[config.mk]
export PLATFORM = sky130hd
export DESIGN_NAME = ghost_mode_fsm
export DESIGN_NICKNAME = d
export VERILOG_FILES = /design/src/rtl/ghost_mode_fsm.sv
export SDC_FILE = /design/constraint.sdc
export NUM_CORES = 1
export LEC_CHECK = 0
export ABC_AREA = 1
export CAP_MARGIN = 25
export CORE_UTILIZATION = 45
export DETAILED_ROUTE_END_ITERATION = 10
export PLACE_DENSITY = 0.7
export SLEW_MARGIN = 20
export SYNTH_ARGS = -nofsm -noshare
export SYNTH_HDL_FRONTEND = slang
export SYNTH_SLANG_ARGS = --single-unit
export TNS_END_PERCENT = 50
[constraint.sdc]
create_clock -name clk -period 4.5 [get_ports clk]
set_clock_uncertainty 0.15 [all_clocks]
set_input_delay 0.45 -clock clk [delete_from_list [all_inputs] [get_ports clk]]
set_output_delay 0.45 -clock clk [all_outputs]
set_load 0.1 [all_outputs]
[src/rtl/ghost_mode_fsm.sv]
// Per-ghost behaviour-mode controller: scatter/chase wave schedule, frightened timer
// and eaten-return state, producing one-hot mode plus reversal requests for pathing.
module ghost_mode_fsm #(
  parameter int TW         = 12,
  parameter int SCAT_LONG  = 420,
  parameter int SCAT_SHORT = 300,
  parameter int CHASE_LEN  = 1200,
  parameter int FRIGHT_LEN = 360,
  parameter int FLASH_LEN  = 120
) (
  input  logic       clk,
  input  logic       resetn,
  input  logic       tick,
  input  logic       level_start,
  input  logic       power_pellet,
  input  logic       fright_enable,
  input  logic       ghost_eaten,
  input  logic       in_house,
  output logic [3:0] mode,
  output logic       rotate,
  output logic       flashing,
  output logic [2:0] phase
);

  localparam logic [1:0] ST_SCHED  = 2'd0;
  localparam logic [1:0] ST_FRIGHT = 2'd1;
  localparam logic [1:0] ST_EATEN  = 2'd2;

  localparam logic [3:0] M_CHASE  = 4'b1000;
  localparam logic [3:0] M_SCAT   = 4'b0100;
  localparam logic [3:0] M_FRIGHT = 4'b0010;
  localparam logic [3:0] M_EATEN  = 4'b0001;

  localparam logic [TW-1:0] CNT_ZERO = TW'(0);
  localparam logic [TW-1:0] CNT_ONE  = TW'(1);
  localparam logic [TW-1:0] SL_C     = TW'(SCAT_LONG);
  localparam logic [TW-1:0] SS_C     = TW'(SCAT_SHORT);
  localparam logic [TW-1:0] CH_C     = TW'(CHASE_LEN);
  localparam logic [TW-1:0] FR_C     = TW'(FRIGHT_LEN);
  localparam logic [TW-1:0] FL_C     = TW'(FLASH_LEN);

  logic [1:0]    state_q, state_d;
  logic [2:0]    phase_q, phase_d;
  logic [TW-1:0] sched_cnt_q, sched_cnt_d;
  logic [TW-1:0] fright_cnt_q, fright_cnt_d;
  logic [3:0]    mode_q, mode_d;
  logic          rotate_q, rotate_d;
  logic          flashing_q, flashing_d;
  logic          sched_run_s;
  logic          advance_s;
  logic          rev_req_s;

  // Phase 7 loads zero so its counter simply holds forever.
  function automatic logic [TW-1:0] phase_dur(input logic [2:0] p);
    case (p)
      3'd0, 3'd2:       phase_dur = SL_C;
      3'd1, 3'd3, 3'd5: phase_dur = CH_C;
      3'd4, 3'd6:       phase_dur = SS_C;
      default:          phase_dur = CNT_ZERO;
    endcase
  endfunction

  function automatic logic [3:0] base_mode(input logic [2:0] p);
    base_mode = p[0] ? M_CHASE : M_SCAT;
  endfunction

  // Next-state: event priority, both counters, reversal requests and registered outputs.
  always_comb begin
    state_d      = state_q;
    phase_d      = phase_q;
    sched_cnt_d  = sched_cnt_q;
    fright_cnt_d = fright_cnt_q;
    sched_run_s  = 1'b0;
    advance_s    = 1'b0;
    rev_req_s    = 1'b0;
    if (level_start) begin
      state_d      = ST_SCHED;
      phase_d      = 3'd0;
      sched_cnt_d  = SL_C;
      fright_cnt_d = CNT_ZERO;
    end else begin
      case (state_q)
        ST_SCHED: begin
          if (power_pellet) begin
            rev_req_s = 1'b1;
            if (fright_enable) begin
              state_d      = ST_FRIGHT;
              fright_cnt_d = FR_C;
            end else begin
              state_d = ST_SCHED;
            end
          end else begin
            sched_run_s = tick;
          end
        end
        ST_FRIGHT: begin
          if (ghost_eaten) begin
            state_d      = ST_EATEN;
            fright_cnt_d = CNT_ZERO;
          end else if (power_pellet) begin
            fright_cnt_d = FR_C;
          end else if (tick) begin
            if (fright_cnt_q == CNT_ONE) begin
              state_d      = ST_SCHED;
              fright_cnt_d = CNT_ZERO;
            end else if (fright_cnt_q != CNT_ZERO) begin
              fright_cnt_d = fright_cnt_q - CNT_ONE;
            end else begin
              fright_cnt_d = fright_cnt_q;
            end
          end else begin
            fright_cnt_d = fright_cnt_q;
          end
        end
        ST_EATEN: begin
          sched_run_s = tick;
          if (in_house) begin
            state_d = ST_SCHED;
          end else begin
            state_d = ST_EATEN;
          end
        end
        default: begin
          state_d      = ST_SCHED;
          fright_cnt_d = CNT_ZERO;
        end
      endcase

      if (sched_run_s) begin
        if (sched_cnt_q == CNT_ONE) begin
          advance_s   = 1'b1;
          phase_d     = phase_q + 3'd1;
          sched_cnt_d = phase_dur(phase_q + 3'd1);
        end else if (sched_cnt_q != CNT_ZERO) begin
          sched_cnt_d = sched_cnt_q - CNT_ONE;
        end else begin
          sched_cnt_d = sched_cnt_q;
        end
      end else begin
        sched_cnt_d = sched_cnt_d;
      end

      // Phase changes while eaten are silent.
      if (advance_s && (state_q == ST_SCHED)) begin
        rev_req_s = 1'b1;
      end else begin
        rev_req_s = rev_req_s;
      end
    end

    case (state_d)
      ST_FRIGHT: mode_d = M_FRIGHT;
      ST_EATEN:  mode_d = M_EATEN;
      default:   mode_d = base_mode(phase_d);
    endcase

    if (level_start) begin
      rotate_d = 1'b0;
    end else if (rev_req_s) begin
      rotate_d = 1'b1;
    end else if (tick) begin
      rotate_d = 1'b0;
    end else begin
      rotate_d = rotate_q;
    end

    flashing_d = (state_d == ST_FRIGHT) && (fright_cnt_d <= FL_C);
  end

  // State and output registers with synchronous active-low reset.
  always_ff @(posedge clk) begin
    if (!resetn) begin
      state_q      <= ST_SCHED;
      phase_q      <= 3'd0;
      sched_cnt_q  <= SL_C;
      fright_cnt_q <= CNT_ZERO;
      mode_q       <= M_SCAT;
      rotate_q     <= 1'b0;
      flashing_q   <= 1'b0;
    end else begin
      state_q      <= state_d;
      phase_q      <= phase_d;
      sched_cnt_q  <= sched_cnt_d;
      fright_cnt_q <= fright_cnt_d;
      mode_q       <= mode_d;
      rotate_q     <= rotate_d;
      flashing_q   <= flashing_d;
    end
  end

  assign mode     = mode_q;
  assign rotate   = rotate_q;
  assign flashing = flashing_q;
  assign phase    = phase_q;

endmodule

### Yosys cells after proc, flatten, opt, wreduce, memory -nomap -nowiden

Index checks and enable logic that the tools add are counted.

* bits of input ports: 8
* output and inout port bits: 9
* word-level logic and storage cells: 77
* register bits after elaboration: 35

* magnitude comparators: 1
* reductions and logical operators: 14
* eq/ne operators: 12
* $add $sub $neg: 3
* mux-type cells: 38
* bitwise gates (word level): 1

Operator list (number)
* $mux 12: 10
* $pmux 12 s3: 1
* $pmux 11 s3: 1
* $eq 12x1->1 const B: 2
* $reduce_bool 12->1: 2
* $sub 12x1->12 const B: 2
* $mux 1: 15
* $mux 2: 7
* $le 12x7->1 const B: 1
* $eq 3x3->1 const B: 3
* $pmux 4 s2: 1
* $eq 3x2->1 const B: 2
* $pmux 2 s3: 1
* $reduce_or 2->1: 3
* $eq 2x1->1 const B: 2
* $eq 2x2->1 const B: 2
* $mux 4: 1
* $reduce_and 2->1: 2
* $reduce_bool 2->1: 2
* $add 3x1->3 const B: 1
* $eq 3x1->1 const B: 1
* $logic_not 3->1: 1
* $reduce_or 3->1: 1
* $logic_and 1x1->1: 2
* 3 further kinds: 3

### Depth between registers and ports, before layout

* depth in word-level cells: 10
* mapped depth: 16
* mapped depth without buffers: 16

### Worst setup path after synthesis

No wires, ideal clock.

* path type: flip-flop to flip-flop
* from: reg phase_q[0] (netlist: phase[0])
* to: reg sched_cnt_q[10]
* path slack: 2.151 ns
* buffers on the path: 0
* cell stages (with the launch flop): 7
* data arrival time: 2.067 ns
* clock period less this slack: 2.349 ns
* library setup time: 0.132 ns
* required time: 4.218 ns
* path through: dfxtp_1 -> ha_1 -> xor2_1 -> inv_1 -> or2_2 -> a31oi_1 -> a221oi_1

* longest elaborated chain between the ends: 5
* elaborated cells between the ends (all ways): 13
* those cells by class: 1 x add/sub; 6 x eq/ne; 2 x mux; 4 x reduce/logical

Ends and longest elaborated chain
* from (decl): line 43 `logic [2:0] phase_q, phase_d;`
* from (signal assigned): line 182 `phase_q <= phase_d;`
* $add 3x1->3 *: line 133 `sched_cnt_d = phase_dur(phase_q + 3'd1);`
* $eq 3x1->1 (tied with other cells): line 55 `case (p)`
* $reduce_or 3->1 / $reduce_or 2->1 (equally long branches): line 55
* $pmux 11 s3 *: line 55
* $mux 12 *: line 130 `if (sched_cnt_q == CNT_ONE) begin`
* to (signal assigned): line 183 `sched_cnt_q <= sched_cnt_d;`
* to (decl): line 44 `logic [TW-1:0] sched_cnt_q, sched_cnt_d;`

Mark *: on every way between the ends. The rest lies on a longest branch, timed or not.
A chain may end at the register's enable or synchronous reset.

### Worst setup path after layout

* from: reg phase_q[0] (netlist: phase[0])
* to: out phase[0]

RTL lines
* to (decl): line 22 `output logic [2:0] phase`

No word-level cell between the ends.

==> results.yml <==
yosys:
  synth_top_flop_cell: "dfxtp_1"
  syn_nets: 374
  synth.yosys.seq_area_share_pct: 30.70
  synth_area_um2: 2282
  yosys.area.top_type: "dfxtp_1"
  async_reset_ff_share_pct: 0
  yosysUniqueCellTypes: 35
  ys_warn_count: 0
  syn_inst: 357
  yosys.area.top_type_share_pct: 30.70
  synth_area_leaders: "dfxtp_1, nand2_1, inv_1"
  synth_edf_count: 0
  ys_ff_latch: 35
  syn_avg_cell_area_um2: 6.393
cts:
  cts_buffers: 5
  clockRootBuffer: "clkbuf_8"
  clockBufferDepth: 2
  hold_buffers: 0
  cts_tree: "done"
  clock_latency_ns: 0.30
  clk_pin_slew_worst_paths_ns: 0.07
  cts.repair.resized: 0
  htree_num_levels: 2
  cts_setup_buffers: 0
  cts_sinks: 35
worst_setup_path:
  cp_cell_sequence: "clkdlybuf4s50_1"
  cp_data_arrival_time_ns: 1.90
  critPathTopFamily: "buffers and inverters"
  worstPathRequired_ns: 3.90
  cp.buffers_inverters: 1
  crit_path_max_incr_delay_ns: 1.17
  cp-start-kind: "flip-flop"
  r2r_start: "sched_cnt_q[9]"
  crit_start: "phase[0]"
  critPathKind: "reg2out"
  critPathSlowestCell: "clkdlybuf4s50_1"
  crit_fanout: 6
  worst_setup_path_end_kind: "primary output"
floorplanning:
  dieArea_um2: 5360
  die_h_um: 73.22
  rows: 25
  die_w_um: 73.22
  pin_count: 17
  core_area_um2: 4786
  initial_utilization_pct: 47.69
route:
  vias: 2277
  routed-wl-met2_um: 2592
  ant_nets: 0
  drt-met1-wl_um: 2654
  highest_layer: "met4"
  totalWireLength_um: 5552
  routed-wl-met3_um: 241
  vias_per_cell: 5.140
  dr.first_iter.drc_count: 163
  drcViolationCount: 0
  firstDrtPassIters: 5
  wire_per_inst_um: 12.53
timing:
  tns_ns: 0
  fin_crit_ns: 2.501
  post-route-period-util_pct: 55.57
  max_freq_ghz: 0.3999
  rsz0062_at_grt: "no"
  tightest_slew_ns: 0.9837
  setup_viol: 0
  hold_violations: 0
  maxSlewViolCount: 0
  maxSlewHeadroom_pct: 34.22
layout:
  multiInputGateArea_um2: 1338
  final-seq-area_um2: 700.7
  nNetsFinal: 393
  diodes: 0
  area_growth_pct: 13.21
  drive_gt1_share_pct: 10.11
  nFillCells: 484
grt:
  overflow: 0
  first_global_vias: 2072
  grt_pass1_wl_um: 9321
  antenna_found_initial: 0
  grt_max_degree: 16
  track_usage_pct: 22.70
worst_hold_path:
  hold_path.class: "reg2reg"
  worstHoldStart: "sched_cnt_q[0]"
placement:
  io_buffers: 16
  gp_congestion: 0.8935
  place_hpwl_um: 4317
status:
  outcome: "finished clean"
pwr:
  pwr_density_cell_nw_per_um2: 256.5
  p_leak_nw: 1.150
  p_total_uw: 662.6
  vdd_drop_max_mv: 0.1397
job:
  cap_violations: 0
-- metal layers --
layer / track usage (%) / vias to the layer above
li1: - / 1196
met1: 30.03 / 1022
met2: 36.93 / 52
met3: 4.972 / 7
met4: 6.536 / 0
met5: 0 / -
-- layout by cell type, fill, tap and decap left out, drive strengths merged --
cell type / Yosys / final
xnor2: 1 / 1
o211ai: 2 / 2
nand2: 90 / 90
a21oi: 29 / 29
nor3: 5 / 5
ha: 9 / 9
nand3: 31 / 31
nand4: 9 / 9
or2: 1 / 1
inv: 54 / 54
a221o: 1 / 1
o32ai: 1 / 1
clkdlybuf4s50: 0 / 16
dfxtp: 35 / 35
o31ai: 1 / 1
a31oi: 3 / 3
o21ai: 23 / 23
clkbuf: 1 / 6
xor2: 3 / 3
nand3b: 2 / 2
nor2: 48 / 48
clkinv: 3 / 4
a21boi: 1 / 1
a221oi: 1 / 1
-- metrics by stage --
step / std cells / utilization [%] / cell area (µm²) / setup WS, ns / hold WS [ns]
finish: 443 / 53.99 / 2584 / 1.999 / 0.3402
floorplan: 357 / - / 2282 / 2.151 / 0.3072
global placement: 436 / 52.16 / 2496 / 1.836 / 0.3255
global route: 443 / 53.99 / 2584 / 1.861 / 0.3642
detailed placement: 436 / 52.16 / 2496 / 1.789 / 0.3318
CTS: 443 / 53.99 / 2584 / 1.987 / 0.3402
-- cells by family (layout without fill, tap and decap cells) --
group	count (synthesis)	count (layout)	synth area share, %
buffers and inverters	61	80	10.69
adder cells (fa/ha/maj)	9	9	4.934
AND/OR/NAND/NOR	186	186	37.17
AO/OA/AOI/OAI	62	62	14.97
XOR/XNOR	4	4	1.535
flip-flops	35	35	30.70
-- worst paths after layout --
| kind | endpoint | cells after the start | slack (ns) |
|---|---|---|---|
| worst max-delay path | phase[0] | 1 | 2.00 |
| worst min-delay path | sched_cnt_q[0] | 2 | 0.34 |
| worst max register to register | sched_cnt_q[11] | 8 | 2.27 |
| worst min register to register | sched_cnt_q[0] | 2 | 0.34 |
-- tightest hold or removal path: stages, from the launching register on --
cell,delay (ns)
dfxtp_1,0.33
nand2_1,0.07
a21oi_1,0.05
-- final cells by class --
| type | instances | share of cell area, % |
|---|---|---|
| timing repair buffer | 16 | 6.199 |
| inverter | 57 | 8.281 |
| sequential | 35 | 27.12 |
| clock buffer | 6 | 3.196 |
| clock inverter | 1 | 0.1937 |
| tap | 67 | 3.245 |
| multi-input combinational | 261 | 51.77 |
-- sequential cells by signal, summed over array words and instances (netlist names) --
| register | cells |
|---|---|
| phase | 3 |
| flashing | 1 |
| state_q | 2 |
| fright_cnt_q | 12 |
| rotate | 1 |
| mode | 4 |
| sched_cnt_q | 12 |
-- cell usage after synthesis (2+ instances only) --
cell type and number:
nand4_1 9, nor2_2 9, ha_1 9, dfxtp_1 35, inv_2 11, nor2_4 2
nor3_1 3, o21ai_1 13, nand2_1 86, nand2_2 3, o21ai_0 10, nand3_1 31
inv_1 43, nor2_1 37, buf_4 2, clkinv_1 3, xor2_1 3, a21oi_1 29
a31oi_1 3
-- report_power, final --
part,total (mW),switching [mW],leakage (nW),internal (mW)
clock network,0.236,0.116,0.0470,0.120
registers,0.320,0.00546,0.283,0.315
logic,0.106,0.0715,0.819,0.0346
total,0.663,0.193,1.15,0.470
No activity file was read; power rests on OpenSTA's default activity.
